==> config.mk <==
export PLATFORM = sky130hd
export DESIGN_NAME = mem_port_arbiter
export DESIGN_NICKNAME = d
export VERILOG_FILES = /design/src/rtl/mem_port_arbiter.sv
export SDC_FILE = /design/constraint.sdc
export NUM_CORES = 1
export LEC_CHECK = 0
export CAP_MARGIN = 10
export CORE_UTILIZATION = 43
export CTS_BUF_LIST = sky130_fd_sc_hd__clkbuf_16
export DETAILED_ROUTE_END_ITERATION = 6
export PLACE_DENSITY = 0.8
export REMOVE_ABC_BUFFERS = 1
export SYNTH_ARGS = -nofsm -noshare
export SYNTH_HDL_FRONTEND = slang
export SYNTH_SLANG_ARGS = --single-unit
==> constraint.sdc <==
create_clock -name clk -period 2.5 [get_ports clk]
set_input_delay 0.25 -clock clk [delete_from_list [all_inputs] [get_ports clk]]
set_output_delay 0.25 -clock clk [all_outputs]
set_load 0.02 [all_outputs]
==> src/rtl/mem_port_arbiter.sv <==
// mem_port_arbiter: shares one AXI4-Lite master between instruction fetch (I)
// and data access (D). D normally wins a tie; I is forced through after
// MAX_D_STREAK back-to-back D grants made while I was waiting.
module mem_port_arbiter #(
    parameter int unsigned MAX_D_STREAK   = 3,
    parameter int unsigned TIMEOUT_CYCLES = 255
) (
    input  logic        clk,
    input  logic        rst_n,
    // instruction fetch requester
    input  logic        i_req,
    input  logic [15:0] i_addr,
    output logic        i_ack,
    output logic [15:0] i_rdata,
    // data requester
    input  logic        d_req,
    input  logic        d_rw,
    input  logic [15:0] d_addr,
    input  logic [15:0] d_wdata,
    output logic        d_ack,
    output logic [15:0] d_rdata,
    // shared status
    output logic        err,
    output logic        busy,
    // AXI4-Lite master side
    output logic        m_init,
    output logic        m_rw,
    output logic [15:0] m_addr,
    output logic [15:0] m_wdata,
    input  logic [15:0] m_rdata,
    input  logic        m_done,
    input  logic        m_error
);

    typedef enum logic [1:0] {StIdle, StIssue, StWait, StResp} state_e;

    localparam logic [7:0] TmoLimit  = 8'(TIMEOUT_CYCLES);
    localparam logic [7:0] StreakMax = 8'(MAX_D_STREAK);

    state_e      r_state;
    logic        r_owner_d;
    logic [7:0]  r_streak;
    logic [7:0]  r_tmo_cnt;
    logic        r_m_init;
    logic        r_m_rw;
    logic [15:0] r_m_addr;
    logic [15:0] r_m_wdata;
    logic        r_i_ack;
    logic        r_d_ack;
    logic [15:0] r_i_rdata;
    logic [15:0] r_d_rdata;
    logic        r_err;

    logic        w_grant_any;
    logic        w_grant_d;
    logic [7:0]  w_tmo_next;
    logic        w_tmo_hit;
    logic        w_finish;
    logic [15:0] w_rsp_data;
    logic        w_rsp_err;

    // Arbitration and response selection; m_done takes priority over the timeout.
    always_comb begin
        w_grant_any = i_req | d_req;
        w_grant_d   = d_req & (~i_req | (r_streak != StreakMax));
        w_tmo_next  = r_tmo_cnt + 8'd1;
        w_tmo_hit   = (w_tmo_next == TmoLimit);
        w_finish    = m_done | w_tmo_hit;
        w_rsp_data  = m_done ? m_rdata : 16'h0000;
        w_rsp_err   = m_done ? m_error : 1'b1;
    end

    // Main FSM with registered outputs; acks, rdata and err are single-cycle.
    always_ff @(posedge clk) begin
        if (!rst_n) begin
            r_state   <= StIdle;
            r_owner_d <= 1'b0;
            r_streak  <= 8'd0;
            r_tmo_cnt <= 8'd0;
            r_m_init  <= 1'b0;
            r_m_rw    <= 1'b0;
            r_m_addr  <= 16'h0000;
            r_m_wdata <= 16'h0000;
            r_i_ack   <= 1'b0;
            r_d_ack   <= 1'b0;
            r_i_rdata <= 16'h0000;
            r_d_rdata <= 16'h0000;
            r_err     <= 1'b0;
        end else begin
            r_m_init  <= 1'b0;
            r_i_ack   <= 1'b0;
            r_d_ack   <= 1'b0;
            r_i_rdata <= 16'h0000;
            r_d_rdata <= 16'h0000;
            r_err     <= 1'b0;
            unique case (r_state)
                StIdle: begin
                    if (w_grant_any) begin
                        r_state  <= StIssue;
                        r_m_init <= 1'b1;
                        if (w_grant_d) begin
                            r_owner_d <= 1'b1;
                            r_m_rw    <= d_rw;
                            r_m_addr  <= d_addr;
                            r_m_wdata <= d_wdata;
                            // streak only counts D wins that kept I waiting
                            if (i_req) begin
                                if (r_streak != StreakMax) begin
                                    r_streak <= r_streak + 8'd1;
                                end
                            end else begin
                                r_streak <= 8'd0;
                            end
                        end else begin
                            r_owner_d <= 1'b0;
                            r_m_rw    <= 1'b0;
                            r_m_addr  <= i_addr;
                            r_m_wdata <= 16'h0000;
                            r_streak  <= 8'd0;
                        end
                    end
                end
                StIssue: begin
                    r_tmo_cnt <= 8'd0;
                    r_state   <= StWait;
                end
                StWait: begin
                    if (w_finish) begin
                        r_state <= StResp;
                        r_err   <= w_rsp_err;
                        if (r_owner_d) begin
                            r_d_ack   <= 1'b1;
                            r_d_rdata <= w_rsp_data;
                        end else begin
                            r_i_ack   <= 1'b1;
                            r_i_rdata <= w_rsp_data;
                        end
                    end else begin
                        r_tmo_cnt <= w_tmo_next;
                    end
                end
                StResp: begin
                    r_state <= StIdle;
                end
                default: begin
                    r_state <= StIdle;
                end
            endcase
        end
    end

    assign busy    = (r_state != StIdle);
    assign m_init  = r_m_init;
    assign m_rw    = r_m_rw;
    assign m_addr  = r_m_addr;
    assign m_wdata = r_m_wdata;
    assign i_ack   = r_i_ack;
    assign d_ack   = r_d_ack;
    assign i_rdata = r_i_rdata;
    assign d_rdata = r_d_rdata;
    assign err     = r_err;

endmodule

==> Yosys cells after proc, flatten, opt, wreduce, memory -nomap -nowiden <==
Cells that the tools add are included.
{ "totals": {"ff_bits": 88, "input_bits": 71} }
{ "op_classes": {"add_sub_neg": 2, "reduce_logical": 11, "muxes": 17, "eq_ne": 9, "n_bitwise": 8} }
{ "ops": {"columns": ["operator", "count"], "rows": [
  ["2-to-1 mux 16 bit", 3],
  ["2-to-1 mux 8 bit", 4],
  ["adder 8 x 1 -> 8 bit, second input constant", 2],
  ["one-hot mux 8 bit (2 select lines)", 1],
  ["equality test 8 bit, second input constant", 1],
  ["!= test 8 x 2 -> 1 bit, second input constant", 1],
  ["one-hot mux 2 bit (4 select lines)", 1],
  ["AND reduction 2 bit", 4],
  ["2-to-1 mux 1 bit", 6],
  ["!= test 2 bit, second input constant", 3],
  ["AND reduction 3 bit", 2],
  ["equality test 2 bit, second input constant", 2],
  ["2-to-1 mux 2 bit", 2],
  ["NOT 1 bit", 4],
  ["AND reduction 4 bit", 1],
  ["nonzero test 2 bit", 2],
  ["OR reduction 4 bit", 1],
  ["!= test 3 x 2 -> 1 bit, second input constant", 1],
  ["OR 1 bit", 3],
  ["equality test 2 x 1 -> 1 bit, second input constant", 1],
  ["zero test 2 bit", 1],
  ["bitwise AND 1 bit", 1]
]} }

==> Depth between registers and ports, before layout <==
{ "depth": {"word_depth": 5, "ltp_mapped": 7, "ltp_nobuf": 7} }

==> Worst setup path after synthesis <==
Ideal clock, no wire load.
{ "synth_timing": {"path_type": "reg-to-reg", "from": "register r_streak[7]", "to": "register r_m_addr[12], in the netlist m_addr[12]", "path_buffers": 1, "path_slack_ns": 0.589, "period_less_slack_ns": 1.911, "required_ns": 2.384, "path_stages_with_launch": 7, "setup_ns": 0.116, "t_arrival_ns": 1.795, "path_cell_list": "dfxtp_1 > or4_4 > o31ai_4 > buf_8 > mux2i_1 > nand2_1 > o211a_1"} }
{ "synth_between": {"elab_chain_len": 4} }
{ "synth_rtl": {"columns": ["element", "line", "rtl"], "rows": [
  ["from (decl)", "42", "logic [7:0] r_streak;"],
  ["from (signal assigned)", "109", "r_streak <= r_streak + 8'd1;"],
  ["!= test 8 x 2 -> 1 bit", "65", "w_grant_d = d_req & (~i_req | (r_streak != StreakMax));"],
  ["OR 1 bit", "65", null],
  ["bitwise AND 1 bit", "65", null],
  ["2-to-1 mux 16 bit", "101", "if (w_grant_d) begin"],
  ["to (signal assigned)", "104", "r_m_addr <= d_addr;"],
  ["to (signal assigned)", "117", "r_m_addr <= i_addr;"],
  ["to (decl)", "46", "logic [15:0] r_m_addr;"]
]} }
No other way between the ends.
A chain may end at the register's enable or synchronous reset.

==> Worst setup path in the final report <==
{ "layout_timing": {"from": "register r_tmo_cnt[0]", "to": "register r_state[0]"} }
{ "layout_between": {"elab_chain_len": 5} }
{ "layout_rtl": {"columns": ["element", "line", "rtl"], "rows": [
  ["from (decl)", "43", "logic [7:0] r_tmo_cnt;"],
  ["from (signal assigned)", "139", "r_tmo_cnt <= w_tmo_next;"],
  ["adder 8 x 1 -> 8 bit", "66", "w_tmo_next = r_tmo_cnt + 8'd1;"],
  ["equality test 8 bit", "67", "w_tmo_hit = (w_tmo_next == TmoLimit);"],
  ["OR 1 bit", "68", "w_finish = m_done | w_tmo_hit;"],
  ["!= test 2 bit (no source line)", null, null],
  ["AND reduction 2 bit (no source line)", null, null],
  ["to (signal assigned)", "76", "r_state <= StIdle;"],
  ["to (signal assigned)", "99", "r_state <= StIssue;"],
  ["to (signal assigned)", "125", "r_state <= StWait;"],
  ["to (decl)", "40", "state_e r_state;"]
]} }
No other way between the ends.

==> implementation parameters <==
Parameter                              Value

Global route
  Vias in the first global route ... 3115
  Pin count of the biggest net entering global routing ... 50
  Antenna violations before repair ... 0
  Wire length of the first global-routing pass ... 14700 um
  Residual overflow from global routing ... 0
  Overall routing resource usage ... 21.7%

Critical path
  Cell-by-cell trace of the critical path ... ha_1, a21oi_1, o211a_1, a211oi_1, a21oi_1, o221a_2
  Arrival time at the worst endpoint ... 2.29 ns
  Startpoint Class ... flip-flop
  Endpoint type of the worst setup path ... flip-flop
  Top Family by Delay on Critical Path ... compound AO/OA/AOI/OAI gates
  Critical path class ... reg -> reg
  Logic depth of the worst setup path including buffers ... 6
  Most prevalent standard cell on the critical path ... sky130_fd_sc_hd__a21oi_1
  Buffering stage count on the worst path with inverters included ... 0
  Largest fanout of any net on the critical path ... 9
  Max stage delay cell, worst path ... sky130_fd_sc_hd__dfxtp_1
  Worst R2R End ... r_state[0]
  End of the critical path ... r_state[0]
  Worst stage delay on the critical path ... 0.47 ns
  Worst path required time ... 2.73 ns
  FF-to-FF setup slack ... 0.44 ns
  Reg2reg path depth ... 6
  Worst reg2reg path startpoint ... r_tmo_cnt[0]
  Launching element of the worst setup path ... r_tmo_cnt[0]

Clocking
  Clock tree root driver cell ... sky130_fd_sc_hd__clkbuf_16
  TritonCTS clock tree ... built
  Number of clock buffers inserted by TritonCTS ... 9
  Cts hold-fix bufs ... 0
  Clock slew at the register clock pins of the worst setup and hold paths ... 0.06 ns
  CTS HTree Levels ... 3
  Clock tree buffer depth ... 2
  Post-CTS repair timing setup buffer count ... 0
  Clock sink count ... 88
  Clock Latency Late Sink ... 0.34 ns
  Gates resized, CTS repair ... 0

STA
  Tightest Pin Transition ... 0.583 ns
  Setup repair after global routing missed its margin ... no
  Post-Route Setup TNS ... 0 ns
  Pins over their slew limit ... 0
  Endpoints failing hold ... 0
  Final worst-path setup slack ... 0.437 ns
  Minimum clock period ... 2.06 ns
  Count of final setup violators ... 0
  Worst-case clock skew ... 0.00827 ns
  Maximum achievable frequency ... 0.485 GHz
  Tcrit/Tclk final ... 82.5%
  Tightest slew margin relative to the limit ... 60.9%

Job
  Max-cap viol count ... 0

Floorplanning
  Initial core utilization ... 45.4%
  Standard cell core area ... 0.00789 mm2
  Count of pins on the block boundary ... 141
  Die Span Y ... 93.2 um
  Die outline area ... 0.00869 mm2
  Std-Cell Rows ... 32
  Die width ... 93.2 um

Logic synthesis
  Gate count after technology mapping ... 353
  Mean Syn Cell Area ... 10.1 um2
  Syn. warnings ... 0
  Post-synthesis sequential area ratio ... 49.2%
  Most instantiated flip-flop cell in the synthesis netlist ... sky130_fd_sc_hd__dfxtp_1
  Async S/R FF share, synth ... 0%
  Syn Std Cell Area ... 0.00358 mm2
  Number of enable flip-flop cells after synthesis ... 0
  Flop and latch count out of synthesis ... 88
  Cell variety after synth ... 52

Route
  Pre-antenna DRT Iters ... 4
  Final Routed Wirelength ... 9170 um
  Vias post-DR ... 3105
  Final ANT Viol Nets ... 0
  Via density ... 5.18
  Number of design-rule violations left by the first detailed-router iteration ... 145
  Residual DRC count ... 0
  Wire per inst ... 15.3 um

Final layout
  Signed area change from the synthesized netlist to the final layout ... 48.8%
  Layout Nets ... 568
  Antenna Diode Count ... 0
  Share of the core filled with cells in the final layout ... 67.5%
  Number of cells in the finished layout apart from fillers ... 599
  Fraction of layout instances using a drive strength above 1 ... 8.05%

Place
  Worst slack after detailed placement ... 0.414 ns
  Port-buffer cells ... 140
  Placed cells ... 583
  GPL Wtd Cong ... 0.913
  Post-DP HPWL ... 6630 um

Pwr
  Total power per unit cell area ... 795 mW/mm2
  Total Power Consumption ... 0.00424 W
  Leakage ... 2.17 nW
  Worst vdd ir ... 0.395 mV

Hold path
  Min-Delay Path Class ... in -> reg
  Hold path startpoint ... rst_n
  Hold path depth ... 2

Outcome
  Result of the run ... finished clean
-- per-stage QoR --
step / hold slack (ns) / instance area [um2]
floorplan: 0.368 / 3450
global placement: 0.466 / 5050
detailed placement: 0.478 / 5050
CTS: 0.286 / 5330
global route: 0.298 / 5330
finish: 0.285 / 5330
-- logic make-up after synthesis --
logic type	Yosys count	synth area share, %
buffers and inverters	28	4.30
multiplexers	18	5.03
adder cells (fa/ha/maj)	5	1.75
flip-flops	88	49.2
AND/OR/NAND/NOR	138	22.0
AO/OA/AOI/OAI	76	17.7
-- how the worst min path moves through the flow --
stage                   endpoint
floorplan           r_tmo_cnt[5]
global placement      r_state[1]
detailed placement    r_state[1]
CTS                 r_tmo_cnt[6]
global route        r_tmo_cnt[6]
finish              r_tmo_cnt[6]
-- layout by cell type (no fill, tap or decap), types with 4 or more instances in the layout --
cell type and instances:
sky130_fd_sc_hd__a21oi_1 5, sky130_fd_sc_hd__a22oi_1 17, sky130_fd_sc_hd__a31o_2 4, sky130_fd_sc_hd__and2_1 38
sky130_fd_sc_hd__and3_1 6, sky130_fd_sc_hd__buf_4 9, sky130_fd_sc_hd__clkbuf_16 9, sky130_fd_sc_hd__clkdlybuf4s50_1 139
sky130_fd_sc_hd__dfxtp_1 88, sky130_fd_sc_hd__ha_1 5, sky130_fd_sc_hd__inv_1 8, sky130_fd_sc_hd__mux2i_1 18
sky130_fd_sc_hd__nand2_1 34, sky130_fd_sc_hd__nand3_1 6, sky130_fd_sc_hd__nand3b_1 4, sky130_fd_sc_hd__nor2b_1 22
sky130_fd_sc_hd__nor3_1 4, sky130_fd_sc_hd__o211a_1 17, sky130_fd_sc_hd__o211ai_1 7, sky130_fd_sc_hd__o21ai_0 4
-- final cells by class --
class                      count  area (um2)
clock buffer                   9         225
sequential                    88        1760
fill                         619        2560
timing repair buffer         149        1460
multi-input combinational    237        1670
inverter                       7        26.3
tap                          102         128
clock inverter                 7        55.1
-- cell usage after synthesis (2+ instances only) --
master                      count  area [um2]
sky130_fd_sc_hd__a2111o_1       2        22.5
sky130_fd_sc_hd__a21boi_0       3        22.5
sky130_fd_sc_hd__a21oi_1        5        25.0
sky130_fd_sc_hd__a22oi_1       17         128
sky130_fd_sc_hd__a31o_2         4        35.0
sky130_fd_sc_hd__and2_1        38         238
sky130_fd_sc_hd__and3_1         6        37.5
sky130_fd_sc_hd__and3_2         2        15.0
sky130_fd_sc_hd__buf_2          3        15.0
sky130_fd_sc_hd__clkbuf_1      11        41.3
sky130_fd_sc_hd__clkbuf_4       2        15.0
sky130_fd_sc_hd__dfxtp_1       88        1760
sky130_fd_sc_hd__ha_1           5        62.6
sky130_fd_sc_hd__inv_1          7        26.3
sky130_fd_sc_hd__mux2i_1       18         180
sky130_fd_sc_hd__nand2_1       34         128
sky130_fd_sc_hd__nand3_1        6        30.0
sky130_fd_sc_hd__nand3b_1       4        30.0
sky130_fd_sc_hd__nand4_1        3        18.8
sky130_fd_sc_hd__nor2_1         4        15.0
sky130_fd_sc_hd__nor2b_1       22         138
sky130_fd_sc_hd__nor3_1         4        20.0
sky130_fd_sc_hd__nor3b_1        2        15.0
sky130_fd_sc_hd__nor4b_1        2        17.5
sky130_fd_sc_hd__o2111ai_1      3        26.3
sky130_fd_sc_hd__o211a_1       17         170
sky130_fd_sc_hd__o211ai_1       7        52.6
sky130_fd_sc_hd__o21a_1         3        22.5
sky130_fd_sc_hd__o21ai_0        5        25.0
sky130_fd_sc_hd__o221a_2        2        22.5
sky130_fd_sc_hd__or3_1          3        18.8
-- power breakdown --
| group | switching (W) | internal (W) | leakage (nW) |
|---|---|---|---|
| sequential | 0.0000874 | 0.00157 | 0.716 |
| clock | 0.000574 | 0.000681 | 0.131 |
| combinational | 0.000708 | 0.000617 | 1.32 |
| total | 0.00137 | 0.00287 | 2.17 |
-- registers in the layout, indices dropped and copies added (netlist names) --
register and cells:
r_state 2, m_addr 16, d_rdata 16, r_owner_d 1, r_tmo_cnt 8, m_wdata 16, i_ack 1, err 1
r_streak 8, m_rw 1, m_init 1, i_rdata 16, d_ack 1
-- worst register-to-register path: stages, from the launching register on --
cell and delay [ns]:
sky130_fd_sc_hd__dfxtp_1 0.47, sky130_fd_sc_hd__ha_1 0.33, sky130_fd_sc_hd__a21oi_1 0.07, sky130_fd_sc_hd__o211a_1 0.23, sky130_fd_sc_hd__a211oi_1 0.40, sky130_fd_sc_hd__a21oi_1 0.18
sky130_fd_sc_hd__o221a_2 0.27
-- metal layers --
metal,GRT usage [%],routed length (um),up-vias
met2,38.5,4860,91
met5,0,0,-
met3,4.39,439,16
li1,-,-,1542
met4,10.5,207,0
met1,24.8,3670,1456
Note: power is estimated with default switching activity, not from simulation.
